[src/rtl/element_delay_accumulator.sv]
// Sweep sequencer for the next-element increment calculator: runs one calculator
// step per array step, accumulates +n/-n distances with clamping, streams them out.
module element_delay_accumulator #(
  parameter int DW_INTEGER  = 18,
  parameter int DW_FRACTION = 6,
  parameter int DW_INPUT    = 8,
  parameter int ANGLE_DW    = 8,
  parameter int NUM_STEPS   = 32
) (
  input  logic                                 clk,
  input  logic                                 rst,
  input  logic                                 start,
  input  logic [DW_INPUT-1:0]                  r_0,
  input  logic [ANGLE_DW-1:0]                  angle,
  output logic [DW_INPUT-1:0]                  calc_r_0,
  output logic [ANGLE_DW-1:0]                  calc_angle,
  output logic                                 calc_initiate,
  output logic                                 calc_ack,
  input  logic                                 calc_ready,
  input  logic [DW_INTEGER+DW_FRACTION:0]      calc_term_pos,
  input  logic [DW_INTEGER+DW_FRACTION:0]      calc_term_neg,
  output logic                                 out_valid,
  input  logic                                 out_ready,
  output logic [$clog2(NUM_STEPS+1)-1:0]       out_index,
  output logic [DW_INTEGER+DW_FRACTION:0]      out_dist_pos,
  output logic [DW_INTEGER+DW_FRACTION:0]      out_dist_neg,
  output logic                                 busy,
  output logic                                 done,
  output logic                                 sat
);

  localparam int W  = DW_INTEGER + DW_FRACTION + 1;
  localparam int IW = $clog2(NUM_STEPS + 1);
  localparam logic [IW-1:0] LAST_IDX = IW'(NUM_STEPS);

  typedef enum logic [2:0] {
    S_IDLE = 3'd0,
    S_EMIT = 3'd1,
    S_REQ  = 3'd2,
    S_WAIT = 3'd3,
    S_ACK  = 3'd4,
    S_DONE = 3'd5
  } state_t;

  state_t            state_r, state_s;
  logic [W-1:0]      pos_acc_r, neg_acc_r;
  logic [IW-1:0]     index_r;
  logic              sat_r;
  logic [DW_INPUT-1:0] r_0_r;
  logic [ANGLE_DW-1:0] angle_r;
  logic              out_valid_r, calc_initiate_r, calc_ack_r, busy_r, done_r;
  logic [W:0]        pos_sum_s, neg_sum_s;
  logic [W-1:0]      init_acc_s;

  // Accumulators never go negative, so a set sign bit of the W+1 sum means underflow
  // and a set bit W-1 (with clear sign) means the positive range was exceeded.
  function automatic logic [W-1:0] clamp_sum(input logic [W:0] sum);
    if (sum[W]) begin
      clamp_sum = {W{1'b0}};
    end else if (sum[W-1]) begin
      clamp_sum = {1'b0, {(W-1){1'b1}}};
    end else begin
      clamp_sum = sum[W-1:0];
    end
  endfunction

  function automatic logic clamp_hit(input logic [W:0] sum);
    clamp_hit = sum[W] | sum[W-1];
  endfunction

  assign init_acc_s = {{(W-DW_INPUT-DW_FRACTION){1'b0}}, r_0, {DW_FRACTION{1'b0}}};
  assign pos_sum_s  = {pos_acc_r[W-1], pos_acc_r} + {calc_term_pos[W-1], calc_term_pos};
  assign neg_sum_s  = {neg_acc_r[W-1], neg_acc_r} + {calc_term_neg[W-1], calc_term_neg};

  // Next-state decode of the sweep sequencer.
  always_comb begin
    state_s = state_r;
    case (state_r)
      S_IDLE: if (start) state_s = S_EMIT; else state_s = S_IDLE;
      S_EMIT: begin
        if (out_ready) begin
          if (index_r == LAST_IDX) state_s = S_DONE;
          else                     state_s = S_REQ;
        end else begin
          state_s = S_EMIT;
        end
      end
      S_REQ:  state_s = S_WAIT;
      S_WAIT: if (calc_ready) state_s = S_ACK; else state_s = S_WAIT;
      S_ACK:  state_s = S_EMIT;
      S_DONE: state_s = S_IDLE;
      default: state_s = S_IDLE;
    endcase
  end

  // State, registered strobes (decoded from next state) and the datapath.
  always_ff @(posedge clk) begin
    if (rst) begin
      state_r         <= S_IDLE;
      out_valid_r     <= 1'b0;
      calc_initiate_r <= 1'b0;
      calc_ack_r      <= 1'b0;
      busy_r          <= 1'b0;
      done_r          <= 1'b0;
      sat_r           <= 1'b0;
      index_r         <= {IW{1'b0}};
      pos_acc_r       <= {W{1'b0}};
      neg_acc_r       <= {W{1'b0}};
      r_0_r           <= {DW_INPUT{1'b0}};
      angle_r         <= {ANGLE_DW{1'b0}};
    end else begin
      state_r         <= state_s;
      out_valid_r     <= (state_s == S_EMIT);
      calc_initiate_r <= (state_s == S_REQ);
      calc_ack_r      <= (state_s == S_ACK);
      busy_r          <= (state_s != S_IDLE);
      done_r          <= (state_s == S_DONE);
      if ((state_r == S_IDLE) && start) begin
        r_0_r     <= r_0;
        angle_r   <= angle;
        pos_acc_r <= init_acc_s;
        neg_acc_r <= init_acc_s;
        index_r   <= {IW{1'b0}};
        sat_r     <= 1'b0;
      end else if ((state_r == S_WAIT) && calc_ready) begin
        pos_acc_r <= clamp_sum(pos_sum_s);
        neg_acc_r <= clamp_sum(neg_sum_s);
        index_r   <= index_r + IW'(1'b1);
        sat_r     <= sat_r | clamp_hit(pos_sum_s) | clamp_hit(neg_sum_s);
      end
    end
  end

  assign calc_r_0      = r_0_r;
  assign calc_angle    = angle_r;
  assign calc_initiate = calc_initiate_r;
  assign calc_ack      = calc_ack_r;
  assign out_valid     = out_valid_r;
  assign out_index     = index_r;
  assign out_dist_pos  = pos_acc_r;
  assign out_dist_neg  = neg_acc_r;
  assign busy          = busy_r;
  assign done          = done_r;
  assign sat           = sat_r;

endmodule

[config.mk]
export PLATFORM = sky130hd
export DESIGN_NAME = element_delay_accumulator
export DESIGN_NICKNAME = d
export VERILOG_FILES = /design/src/rtl/element_delay_accumulator.sv
export SDC_FILE = /design/constraint.sdc
export NUM_CORES = 1
export LEC_CHECK = 0
export ABC_AREA = 1
export CAP_MARGIN = 40
export CORE_MARGIN = 8
export CORE_UTILIZATION = 49
export DETAILED_ROUTE_END_ITERATION = 10
export MAX_ROUTING_LAYER = met4
export PLACE_DENSITY = 0.79
export SETUP_SLACK_MARGIN = 0.3
export SLEW_MARGIN = 0
export SYNTH_ARGS = -nofsm -noshare
export SYNTH_HDL_FRONTEND = slang
export SYNTH_SLANG_ARGS = --single-unit
[constraint.sdc]
create_clock -name clk -period 2.5 [get_ports clk]
set_input_delay 0.5 -clock clk [delete_from_list [all_inputs] [get_ports clk]]
set_output_delay 0.5 -clock clk [all_outputs]
set_load 0.05 [all_outputs]
# Word-level counts from Yosys, hierarchy flattened

Index checks and enable logic that the tools add are counted.

$add $sub $neg: 3
Equal/unequal tests: 9
Multiplexer cells: 13
Bitwise operators: 4
Reductions and logical operators: 6

Operator list:

| operator              | number |
|---|---|
| $mux W24              | 4 |
| $mux W14              | 4 |
| $add A25 B25 Y26      | 2 |
| $pmux W3 S5           | 1 |
| $eq A3 B2 Y1 const B  | 3 |
| $eq A3 B3 Y1 const B  | 3 |
| $mux W3               | 3 |
| $add A6 B1 Y6 const B | 1 |
| $eq A3 B1 Y1 const B  | 2 |
| $eq A6 B6 Y1 const B  | 1 |
| $or A1 B1 Y1          | 4 |
| $logic_not A3 Y1      | 1 |
| $reduce_bool A3 Y1    | 1 |
| $logic_and A1 B1 Y1   | 2 |
| $reduce_bool A2 Y1    | 1 |
| $reduce_or A2 Y1      | 1 |
| $mux W1               | 1 |

Register bits after elaboration: 79
Output and inout bits: 78
Word-level logic and storage cells: 49

# Logic depth before layout (Yosys ltp)

Depth in word-level cells: 5
Gate-level depth with buffers: 15
Gate-level depth less buffers: 15

# Worst setup path before layout

Ideal clock, no wire load.

Kind: flip-flop to flip-flop
From: register pos_acc_r[0] (netlist: out_dist_pos[0])
To: register sat_r (netlist: sat)
Library setup time: 0.118 ns
Arrival: 2.141 ns
Data required time: 2.382 ns
Path slack: 0.242 ns
Cell stages (with the launch flop): 14
Buffers on the path: 1
Period minus slack after synthesis: 2.258 ns
Cell sequence: dfxtp_1 ha_1 fa_1 nand2_1 nand3_1 nand3_1 nand2_2 nand2_1 nand4_2 nand2_4 buf_6 nand3_2 nor2_1 nor2_1

Longest elaborated chain between the ends: 4

Ends and longest elaborated chain:

| item                      | RTL line | RTL |
|---|---|---|
| start, declared           | 46       | `logic [W-1:0] pos_acc_r, neg_acc_r;` |
| start signal, assigned    | 107      | `pos_acc_r <= {W{1'b0}};` |
| start signal, assigned    | 121      | `pos_acc_r <= init_acc_s;` |
| start signal, assigned    | 126      | `pos_acc_r <= clamp_sum(pos_sum_s);` |
| $add A25 B25 Y26          | 72       | `assign pos_sum_s = {pos_acc_r[W-1], pos_acc_r} + {calc_term_pos[W-1], calc_term_pos};` |
| $or A1 B1 Y1              | 68       | `clamp_hit = sum[W] \| sum[W-1];` |
| $or A1 B1 Y1 (2 in a row) | 129      | `sat_r <= sat_r \| clamp_hit(pos_sum_s) \| clamp_hit(neg_sum_s);` |
| end signal, assigned      | 129      |  |
| end, declared             | 48       | `logic sat_r;` |

No other way between the ends.
A chain may end at the register's enable or synchronous reset.

# Final worst setup path

From: input port calc_term_pos[19]
To: register pos_acc_r[21] (netlist: out_dist_pos[21])

Longest elaborated chain between the ends: 3

Ends and longest elaborated chain:

| item               | RTL line | RTL |
|---|---|---|
| start, declared    | 20       | `input logic [DW_INTEGER+DW_FRACTION:0] calc_term_pos,` |
| $add A25 B25 Y26 * | 72       |  |
| $mux W24           | 60       | `end else if (sum[W-1]) begin` |
| $mux W24 *         | 58       | `if (sum[W]) begin` |

Mark *: on every way between the ends. The rest lies on a longest branch, timed or not.

==> flow_summary.toml <==
[clock_network]
cts_htree_levels = 3
hold_buffers = 0
cts_buffers = 9
cts.sinks = 79
clkSlewWorstSetupHoldPaths_ns = 0.07
cts_tree = "built"
cts_root_buffer = "clkbuf_16"
clock_latency_ns = 0.37
clk_path_buf_depth = 2

[hold_path]
hold_path.class = "flop to flop"

[logic_synthesis]
synth-adder-area-share = 0.09650
synth_top_family_by_area = "simple AND/OR/NAND/NOR gates"
async_flop_share = 0
yosys.area_share.simple = 0.4194
syn_area_per_cell_um2 = 5.772
ys_seq_elements = 79
synth.area.top_cells = "nand2_1, dfxtp_1, inv_1"
synth_compound_area_frac = 0.08761
synth_cell_types = 38
netlist_area_um2 = 6898
dominantRegCellSynth = "dfxtp_1"
synth_area_leader_cell = "nand2_1"
ys_warn_count = 0
muxShareOfSynthArea = 0
postSynthCellCount = 1195
synthXorXnorAreaFrac = 0.03301
synth_enable_flop_cells = 0
synth_seq_area_share = 0.2293
yosys.area.top_type_share = 0.2748

[setup_path]
required_ns = 2.78
cp.arrival_ns = 2.50
endpoint_kind = "flop"
crit_path_start_kind = "primary input"
criticalPathCategory = "primary input to flop"
path_max_fanout = 8

[timing]
hold_viol = 0
min_period_over_period = 0.8886
setup_viol = 0
slew_headroom = 0.6193
skew_ns = 0.01416
slew_viol_final = 0
rsz0062_at_grt = "yes"
finalCriticalPeriod_ns = 2.221
timing.hold.ws_ns = 0.4652
fin_setup_tns_ns = 0
worstMarginPinSlew_ns = 0.5693
fmax_mhz = 450.2

[place]
hpwlAfterDp_mm = 18.73
port-buffer-count = 146
finalWeightedCongestion = 0.9237
dpl_cell_area_um2 = 9712

[drt]
vias = 8933
drcViolationCount = 0
ant_nets = 0
wirelength_mm = 27.94
wl_per_cell_um = 16.55
dr.pass1.iters = 5
first_iter_violations = 792
viasPerCell = 5.292

[final_layout]
multi_input_area_um2 = 5335
seqCellArea_um2 = 1587
layout_common_cells = "nand2_1, inv_1, buf_4"
nFillCells = 912
fin_nets = 1626
drive_above_1_share = 0.2420
area_growth_pct = 62.92
n_antenna_cell = 0
mostFrequentLayoutCell = "nand2_1"
design_area_um2 = 11240

[global_route]
grt_antenna_before_repair = 0
grt_usage = 0.2851
grt_pass1_vias = 8422
grt_pass1_wl_mm = 40.68
grt_max_degree = 41
grt_overflow = 0

[floorplan]
start_util = 0.4989
die_area_um2 = 18130
rows = 43
io_pins = 149
coreArea_um2 = 13830
die_y_um = 134.6
die_w_um = 134.6

[run_status]
status = "completed"

[power_and_ir_drop]
leakagePower_nw = 5.710
peakVddDrop_v = 0.0003833
pwr_density_cell_nw_per_um2 = 379.8

[job]
drv_cap = 0
cell usage after synthesis, types with 2 or more instances:
master / count
a21oi_1: 99
and2_1: 7
buf_4: 2
buf_6: 8
clkbuf_1: 16
dfxtp_1: 79
fa_1: 2
ha_1: 50
inv_1: 195
inv_2: 2
nand2_1: 505
nand2_2: 11
nand2_4: 2
nand3_1: 58
nand3_2: 4
nand3b_1: 6
nand4_1: 18
nand4_2: 2
nor2_1: 69
nor2_2: 5
nor3_1: 4
o21a_1: 3
o21ai_0: 7
o21bai_1: 3
xnor2_1: 18
xor2_1: 8
cells by family after synthesis:
logic type	Yosys count
buffers and inverters	226
XOR/XNOR	26
adder cells (fa/ha/maj)	52
AO/OA/AOI/OAI	116
AND/OR/NAND/NOR	695
flip-flops	79
other	1
per-layer routing:
metal	GRT usage	part of all wire	routed length, um
met1	0.3490	0.42	11610
met2	0.4529	0.47	13130
met3	0.05758	0.088	2461
met4	0.1098	0.026	737
met5	-	0	0
per-stage QoR:
stage,util,power (mW),std cells,setup slack (ns)
2_1_floorplan,-,2.103,1196,0.3351
3_3_place_gp,0.7024,2.662,1658,-0.1936
3_5_place_dp,0.7024,2.679,1658,-0.2122
4_1_cts,0.7670,4.147,1681,0.2924
5_1_grt,0.8128,4.444,1688,0.1845
6_report,0.8128,4.268,1688,0.2786
path summary, 6_finish.rpt:
path | cells past startpoint | slack, ns | from | to
worst max-delay path | 14 | 0.28 | calc_term_pos[19] | out_dist_pos[21]
worst min register to register | 2 | 0.47 | calc_r_0[6] | calc_r_0[6]
worst min-delay path | 2 | 0.47 | calc_r_0[6] | calc_r_0[6]
worst max register to register | 13 | 0.29 | out_dist_pos[19] | out_dist_pos[21]
registers in the layout, summed over array words and instances, names as in the netlist:
| register | flops |
|---|---|
| out_dist_pos | 24 |
| calc_r_0 | 8 |
| calc_angle | 8 |
| out_valid | 1 |
| calc_initiate | 1 |
| out_dist_neg | 24 |
| busy | 1 |
| out_index | 6 |
| sat | 1 |
| calc_ack | 1 |
| done | 1 |
| state_r | 3 |
repair_timing:
item	in CTS	in global routing
endpoints found under the hold margin	0	0
setup endpoints to repair	49	53
resized for setup	85	132
setup buffers	4	4
cloned	3	3
pin swaps	22	56
critical path: stages:
cell,delay (ns)
dlygate4sd2_1,0.26
ha_4,0.25
nand2_1,0.07
nand2_1,0.07
o21bai_2,0.21
a21oi_2,0.24
nand3_1,0.12
nand2_2,0.10
nand2_4,0.07
buf_12,0.13
buf_12,0.13
nand2_1,0.07
nand2_1,0.08
a21oi_1,0.18
final cells by class:
cell class,count,area share
clock inverters,7,0.006457
repair buffers,321,0.2669
flip-flops and latches,79,0.1412
well taps,180,0.02004
repair inverters,2,0.002895
clock buffers,9,0.02004
multi-input cells,891,0.4747
inverters,199,0.06780
where the power goes:
part | switching, mW | internal [mW] | total [mW]
Sequential | 0.0504 | 1.31 | 1.36
Clock | 0.683 | 0.708 | 1.39
Combinational | 0.855 | 0.661 | 1.52
(Power assumes the default switching activity.)
